==> src/rtl/wb_port_sched.sv <==
// Writeback-port scheduler: arbitrates ALU and load results onto one RF write port.
// Define WB_RR_ARB_EN for round-robin conflict arbitration (default: loads win).
module wb_port_sched #(
    parameter int NREGS = 16,
    parameter int AW    = $clog2(NREGS),
    parameter int DW    = 64
) (
    input  logic          clk,
    input  logic          reset,
    input  logic          alu_valid,
    output logic          alu_ready,
    input  logic          alu_dual,
    input  logic [AW-1:0] alu_dst0,
    input  logic [DW-1:0] alu_data0,
    input  logic [AW-1:0] alu_dst1,
    input  logic [DW-1:0] alu_data1,
    input  logic          alu_last,
    input  logic          mem_valid,
    output logic          mem_ready,
    input  logic [AW-1:0] mem_dst,
    input  logic [DW-1:0] mem_data,
    output logic          rf_we,
    output logic [AW-1:0] rf_waddr,
    output logic [DW-1:0] rf_wdata,
    output logic          clr_valid,
    output logic [AW-1:0] clr_addr,
    output logic          busy,
    output logic          done
);

    typedef enum logic [1:0] {
        IDLE,
        SECOND,
        HALT
    } state_t;

    state_t        state;
    logic [AW-1:0] hold_addr;
    logic [DW-1:0] hold_data;
    logic          hold_last;
    logic          idle;
    logic          alu_wins;
    logic          alu_acc;
    logic          mem_acc;

`ifdef WB_RR_ARB_EN
    logic last_alu;

    assign alu_wins = !last_alu;

    always_ff @(posedge clk) begin
        if (reset) begin
            last_alu <= 1'b1;
        end else if (alu_acc) begin
            last_alu <= 1'b1;
        end else if (mem_acc) begin
            last_alu <= 1'b0;
        end
    end
`else
    assign alu_wins = 1'b0;
`endif

    // Each ready looks only at the other side's valid.
    assign idle      = (state == IDLE) && !reset;
    assign alu_ready = idle && (!mem_valid || alu_wins);
    assign mem_ready = idle && (!alu_valid || !alu_wins);
    assign alu_acc   = alu_valid && alu_ready;
    assign mem_acc   = mem_valid && mem_ready;

    assign clr_valid = rf_we;
    assign clr_addr  = rf_waddr;

    always_ff @(posedge clk) begin
        if (reset) begin
            state     <= IDLE;
            rf_we     <= 1'b0;
            rf_waddr  <= '0;
            rf_wdata  <= '0;
            hold_addr <= '0;
            hold_data <= '0;
            hold_last <= 1'b0;
            busy      <= 1'b0;
            done      <= 1'b0;
        end else begin
            unique case (state)
                IDLE: begin
                    rf_we <= alu_acc || mem_acc;
                    if (alu_acc) begin
                        rf_waddr <= alu_dst0;
                        rf_wdata <= alu_data0;
                        if (alu_dual) begin
                            hold_addr <= alu_dst1;
                            hold_data <= alu_data1;
                            hold_last <= alu_last;
                            busy      <= 1'b1;
                            state     <= SECOND;
                        end else if (alu_last) begin
                            state <= HALT;
                        end
                    end else if (mem_acc) begin
                        rf_waddr <= mem_dst;
                        rf_wdata <= mem_data;
                    end
                end
                SECOND: begin
                    rf_we    <= 1'b1;
                    rf_waddr <= hold_addr;
                    rf_wdata <= hold_data;
                    busy     <= 1'b0;
                    state    <= hold_last ? HALT : IDLE;
                end
                HALT: begin
                    rf_we <= 1'b0;
                    done  <= 1'b1;
                end
                default: begin
                    rf_we <= 1'b0;
                    busy  <= 1'b0;
                    state <= IDLE;
                end
            endcase
        end
    end

endmodule

==> config.mk <==
export PLATFORM = sky130hd
export DESIGN_NAME = wb_port_sched
export DESIGN_NICKNAME = d
export VERILOG_FILES = /design/src/rtl/wb_port_sched.sv
export SDC_FILE = /design/constraint.sdc
export NUM_CORES = 1
export LEC_CHECK = 0
export BUFFER_PORTS_ARGS = -buffer_cell sky130_fd_sc_hd__buf_4
export CORE_MARGIN = 2
export CORE_UTILIZATION = 50
export CTS_CLUSTER_DIAMETER = 50
export CTS_CLUSTER_SIZE = 25
export DETAILED_ROUTE_END_ITERATION = 6
export PLACE_DENSITY = 0.85
export REMOVE_ABC_BUFFERS = 1
export SLEW_MARGIN = 30
export SYNTH_ARGS = -nofsm -noshare
export SYNTH_HDL_FRONTEND = slang
export SYNTH_SLANG_ARGS = --single-unit
==> constraint.sdc <==
create_clock -name clk -period 2.1 [get_ports clk]
set_input_delay 0.105 -clock clk [delete_from_list [all_inputs] [get_ports clk]]
set_output_delay 0.105 -clock clk [all_outputs]
set_load 0.01 [all_outputs]
* Word level (Yosys, flattened, before mapping)
Index checks and enable logic that the tools add are counted.
** Word-level totals
- Memory bits (read-only) :: 0
- Latch bits :: 0
- RAM bits :: 0
- Input bits :: 210
- Word-level logic and storage cells :: 44
- Flip-flop bits (word level) :: 142
- Output and inout bits :: 78
- Memories kept :: 0
** Cells by class
- Mux-type cells :: 15
- Order comparisons :: 0
- Divide/modulo/power cells :: 0
- Add/sub/neg operators :: 0
- Reduce and logical (&&, ||, !) cells :: 13
- Bitwise operators :: 1
- Eq/ne operators :: 6
- Multiply operators :: 0
- Shift-type cells :: 0
** Operators with widths (number)
- 2-to-1 mux 64 bit :: 2
- case mux 64 bit (2 select lines) :: 1
- AND reduction 3 bit :: 3
- 2-to-1 mux 2 bit :: 4
- 2-to-1 mux 4 bit :: 2
- case mux 4 bit (2 select lines) :: 1
- != test 3 bit (second input constant) :: 2
- case mux 2 bit (3 select lines) :: 1
- logical AND 1 bit :: 4
- != test 2 bit (second input constant) :: 2
- case mux 1 bit (2 select lines) :: 2
- == test 2 x 1 -> 1 bit (second input constant) :: 1
- == test 2 bit (second input constant) :: 1
- zero test 1 bit :: 2
- zero test 2 bit :: 1
- 2-to-1 mux 1 bit :: 2
- AND reduction 2 bit :: 1
- nonzero test 2 bit :: 1
- logical OR 1 bit :: 1
- inverter 1 bit :: 1

* Longest topological paths before layout
- Depth in word-level cells :: 6
- Gate-level depth with buffers :: 7
- Mapped depth without buffers :: 4

* Least setup slack after synthesis
Ideal clock, no wire load.
- Path kind :: register -> register
- From :: register state[0]
- To :: register hold_data[10]
- Buffers on the path :: 3
- Data required time :: 1968 ps
- Setup time :: 132 ps
- Clock period less this slack :: 1562 ps
- Data arrival time :: 1430 ps
- Stages on the path, launching flop included :: 7
- Slack :: 538 ps
- Cell sequence :: dfxtp_1 buf_6 or4_4 buf_6 clkbuf_2 o21ai_0 a21oi_1
** On the way
- Longest elaborated chain between the ends :: 5
** Ends and longest elaborated chain
- start: declaration :: line 37 : state_t state;
- start signal: assignment :: line 111 : state <= hold_last ? HALT : IDLE;
- zero test 2 bit (*) :: line 65, 86
- logical AND 1 bit :: line 65 : assign idle = (state == IDLE) && !reset;
- logical AND 1 bit :: line 66 : assign alu_ready = idle && (!mem_valid || alu_wins);
- logical AND 1 bit :: line 68 : assign alu_acc = alu_valid && alu_ready;
- AND reduction 3 bit (no line) (*)
- end signal: assignment :: line 94 : hold_data <= alu_data1;
- end: declaration :: line 39 : logic [DW-1:0] hold_data;
Every way passes the cells marked *; elsewhere a longest branch is shown, timed or not.
A chain may end at the register's enable or synchronous reset.

* Worst setup path in the final report
- From :: input port reset
- To :: output port alu_ready
** On the way
- Longest elaborated chain between the ends :: 3
** Ends and longest elaborated chain
- start: declaration :: line 9 : input logic reset,
- zero test 1 bit :: line 65
- logical AND 1 bit :: line 65
- logical AND 1 bit :: line 66
- end: declaration :: line 11 : output logic alu_ready,
Every way passes these cells.

==> results.yml <==
grt:
  overflow: 0
  grt_max_degree: 141
  grtUsageTotal_pct: 30.0
  grt_pass1_wl_um: 39400
  grt_pass1_vias: 7997
  antenna_found_initial: 1
worst_setup_path:
  start_kind: "primary input"
  slowest_stage: "or4_4"
  critical_path_buf_inv_count: 4
  critPathMostFrequentCell: "buf_4"
  path_cells: "dlygate4sd3_1 -> buf_4 -> or4_4 -> inv_16 -> buf_4"
  worstPathRequired_ns: 2.00
  cp_data_arrival_time_ns: 1.94
  crit_fanout: 35
  slowest_delay_ns: 0.70
  worstSetupPathType: "in2out"
  critPathTopFamily: "buffers and inverters"
  endpoint_kind: "primary output"
clocking:
  worstSkewPairLatency_ns: 0.42
  cts-root-buf: "clkbuf_16"
  cts_max_level: 4
  cts_tree: "yes"
  clockBufferDepth: 2
  cts_made_buffers: 17
  clkTransAtPathRegs_ns: 0.05
  clock_sinks: 142
  post-cts-setup-buffers: 0
die:
  core_um2: 15000
  io_pins: 288
  rows: 45
  fp.dieH_um: 127
  initial_core_util_pct: 50.5
  dieArea_um2: 16200
  die_w_um: 127
sta:
  finalCritPeriodShare_pct: 97.5
  tns_ns: 0
  skew_ns: 0.00870
  tightest_slew_ns: 0.742
  rsz0062_at_grt: "false"
  fmaxAchievable_ghz: 0.488
  maxSlewViolCount: 0
  slew-limit-headroom_pct: 50.5
  hold-worst-slack_ns: 0.0144
  min_period_ns: 2.05
  hold_violations: 0
  finalSetupViolCount: 0
yosys:
  async_flop_share_pct: 0
  synth_top_cell_area_share_pct: 37.5
  synth_flop_cell: "dfxtp_1"
  yosys_warnings: 0
  syn-cell-area_um2: 7590
  synthTopCellsByArea: "dfxtp_1, nor2b_1, a21oi_1, mux2i_1, a311oi_1"
  yosys.area.top_type: "dfxtp_1"
  synth-edff-count: 0
  ys_ff_latch: 142
  synth_common_cells: "dfxtp_1, a21oi_1, nor2b_1"
  ys_seq_area_share_pct: 37.5
  syn-mean-instance-area_um2: 8.44
  synth.distinct_cells: 33
  synth_cells: 899
  synth.most_common_cell: "dfxtp_1"
detailed_routing:
  drt-initial-drc-count: 791
  wire_per_inst_um: 18.2
  vias: 8271
  dr.pass1.iters: 5
  drc_errors: 0
  antenna_left: 0
  drt-total-wl_um: 25100
  via_per_inst: 6.00
status:
  status: "complete, no violations"
pwr:
  p_per_area_nw_per_um2: 702
  p_switching_mw: 1.95
  comb_power_share_pct: 19.9
  power_frac_clock_pct: 41.8
  leakagePower_nw: 4.39
  p_total_mw: 7.69
  swShare_pct: 25.4
  p_int_mw: 5.74
  seqPwrFrac_pct: 38.3
  peakVddDrop_v: 0.000616
placed_design:
  port_buffers: 287
  dp_cells: 1276
  gp_congestion: 0.777
  dpl.hpwl_um: 14800
  placed_area_um2: 9600
final_layout:
  syn2layout_area_growth_pct: 44.3
  finalInstanceArea_um2: 10900
  stdcell_count: 1379
  drive_gt1_share_pct: 29.7
  final_nets: 1388
min_path:
  hold_class: "in2reg"
job:
  max-cap-violations: 0
## layer usage
metal | vias up | track usage, % | part of all wire, %
li1 | 3867 | - | -
met1 | 3890 | 34.9 | 38
met2 | 444 | 52.4 | 50
met3 | 70 | 7.75 | 8.6
met4 | 0 | 13.1 | 2.8
met5 | - | 0 | 0
## worst paths after layout
check | from | end | slack, ns | cells after the start
max | reset | alu_ready | 0.05 | 5
min | alu_data1[15] | hold_data[15] | 0.01 | 3
max reg2reg | state[1] | hold_data[15] | 0.20 | 4
min reg2reg | hold_addr[2] | hold_addr[2] | 0.47 | 2
## worst register-to-register path, cell delays in order, from the launching register on
cell and delay (ns):
dfxtp_1 0.38, or4_4 0.73, buf_4 0.29, o21ai_0 0.24, a21oi_1 0.11
## cell families (layout without fill, tap and decap cells)
group,after synthesis,count (layout),synth area share [%]
flops,142,142,37.5
simple gates,218,219,16.9
buf+inv,125,415,9.33
other cells,0,1,0
mux,68,68,8.97
compound gates,346,346,27.4
## sequential cells by signal, summed over array words and instances, names as in the netlist
signal	cells
clr_addr	4
busy	1
hold_data	64
state	2
rf_wdata	64
done	1
hold_last	1
clr_valid	1
hold_addr	4
## what timing repair did
action                                  CTS  global route
resized for setup                         1             0
hold buffers                             69             0
endpoints found under the hold margin    68             0
endpoints found under the setup margin    1             1
pin swaps                                 0             1
gates cloned                              1             1
## cells in the final DEF, fill, tap and decap left out, types with 2 or more instances in the layout
cell and n:
clkinvlp_4 3, clkbuf_8 3, inv_1 2, nor2b_1 137
buf_4 300, bufinv_16 4, buf_12 9, o22ai_1 68
mux2i_1 68, o21ai_1 9, clkinv_2 2, dlygate4sd3_1 69
a311oi_1 68, dfxtp_1 141, o21ai_0 61, nand3_1 69
a21oi_1 138, clkbuf_16 17
## metrics by stage
stage / setup slack (ns) / util [%]
CTS: 0.0271 / 72.8
global route: 0.00709 / 72.8
detailed placement: 0.258 / 63.9
floorplan: -3.50 / -
finish: 0.0522 / 72.8
global placement: 0.312 / 63.9
## power by group through the flow
| stage | Clock, mW | Combinational (mW) | Sequential [mW] |
|---|---|---|---|
| CTS | 3.23 | 1.50 | 2.94 |
| global route | 3.35 | 1.64 | 2.96 |
| detailed placement | 0 | 1.38 | 2.99 |
| finish | 3.21 | 1.53 | 2.94 |
| global placement | 0 | 1.36 | 2.99 |
| floorplan | 0 | 0.559 | 3.07 |
## layout make-up
| type | instances | area, µm² |
|---|---|---|
| timing repair inverter | 1 | 8.76 |
| clock buffer | 21 | 470 |
| tap | 188 | 235 |
| antenna | 1 | 2.50 |
| inverter | 5 | 37.5 |
| timing repair buffer | 378 | 3120 |
| fill | 1096 | 4080 |
| sequential | 142 | 2850 |
| clock inverter | 10 | 161 |
| multi-input combinational | 633 | 4060 |
(Power assumes the default switching activity.)
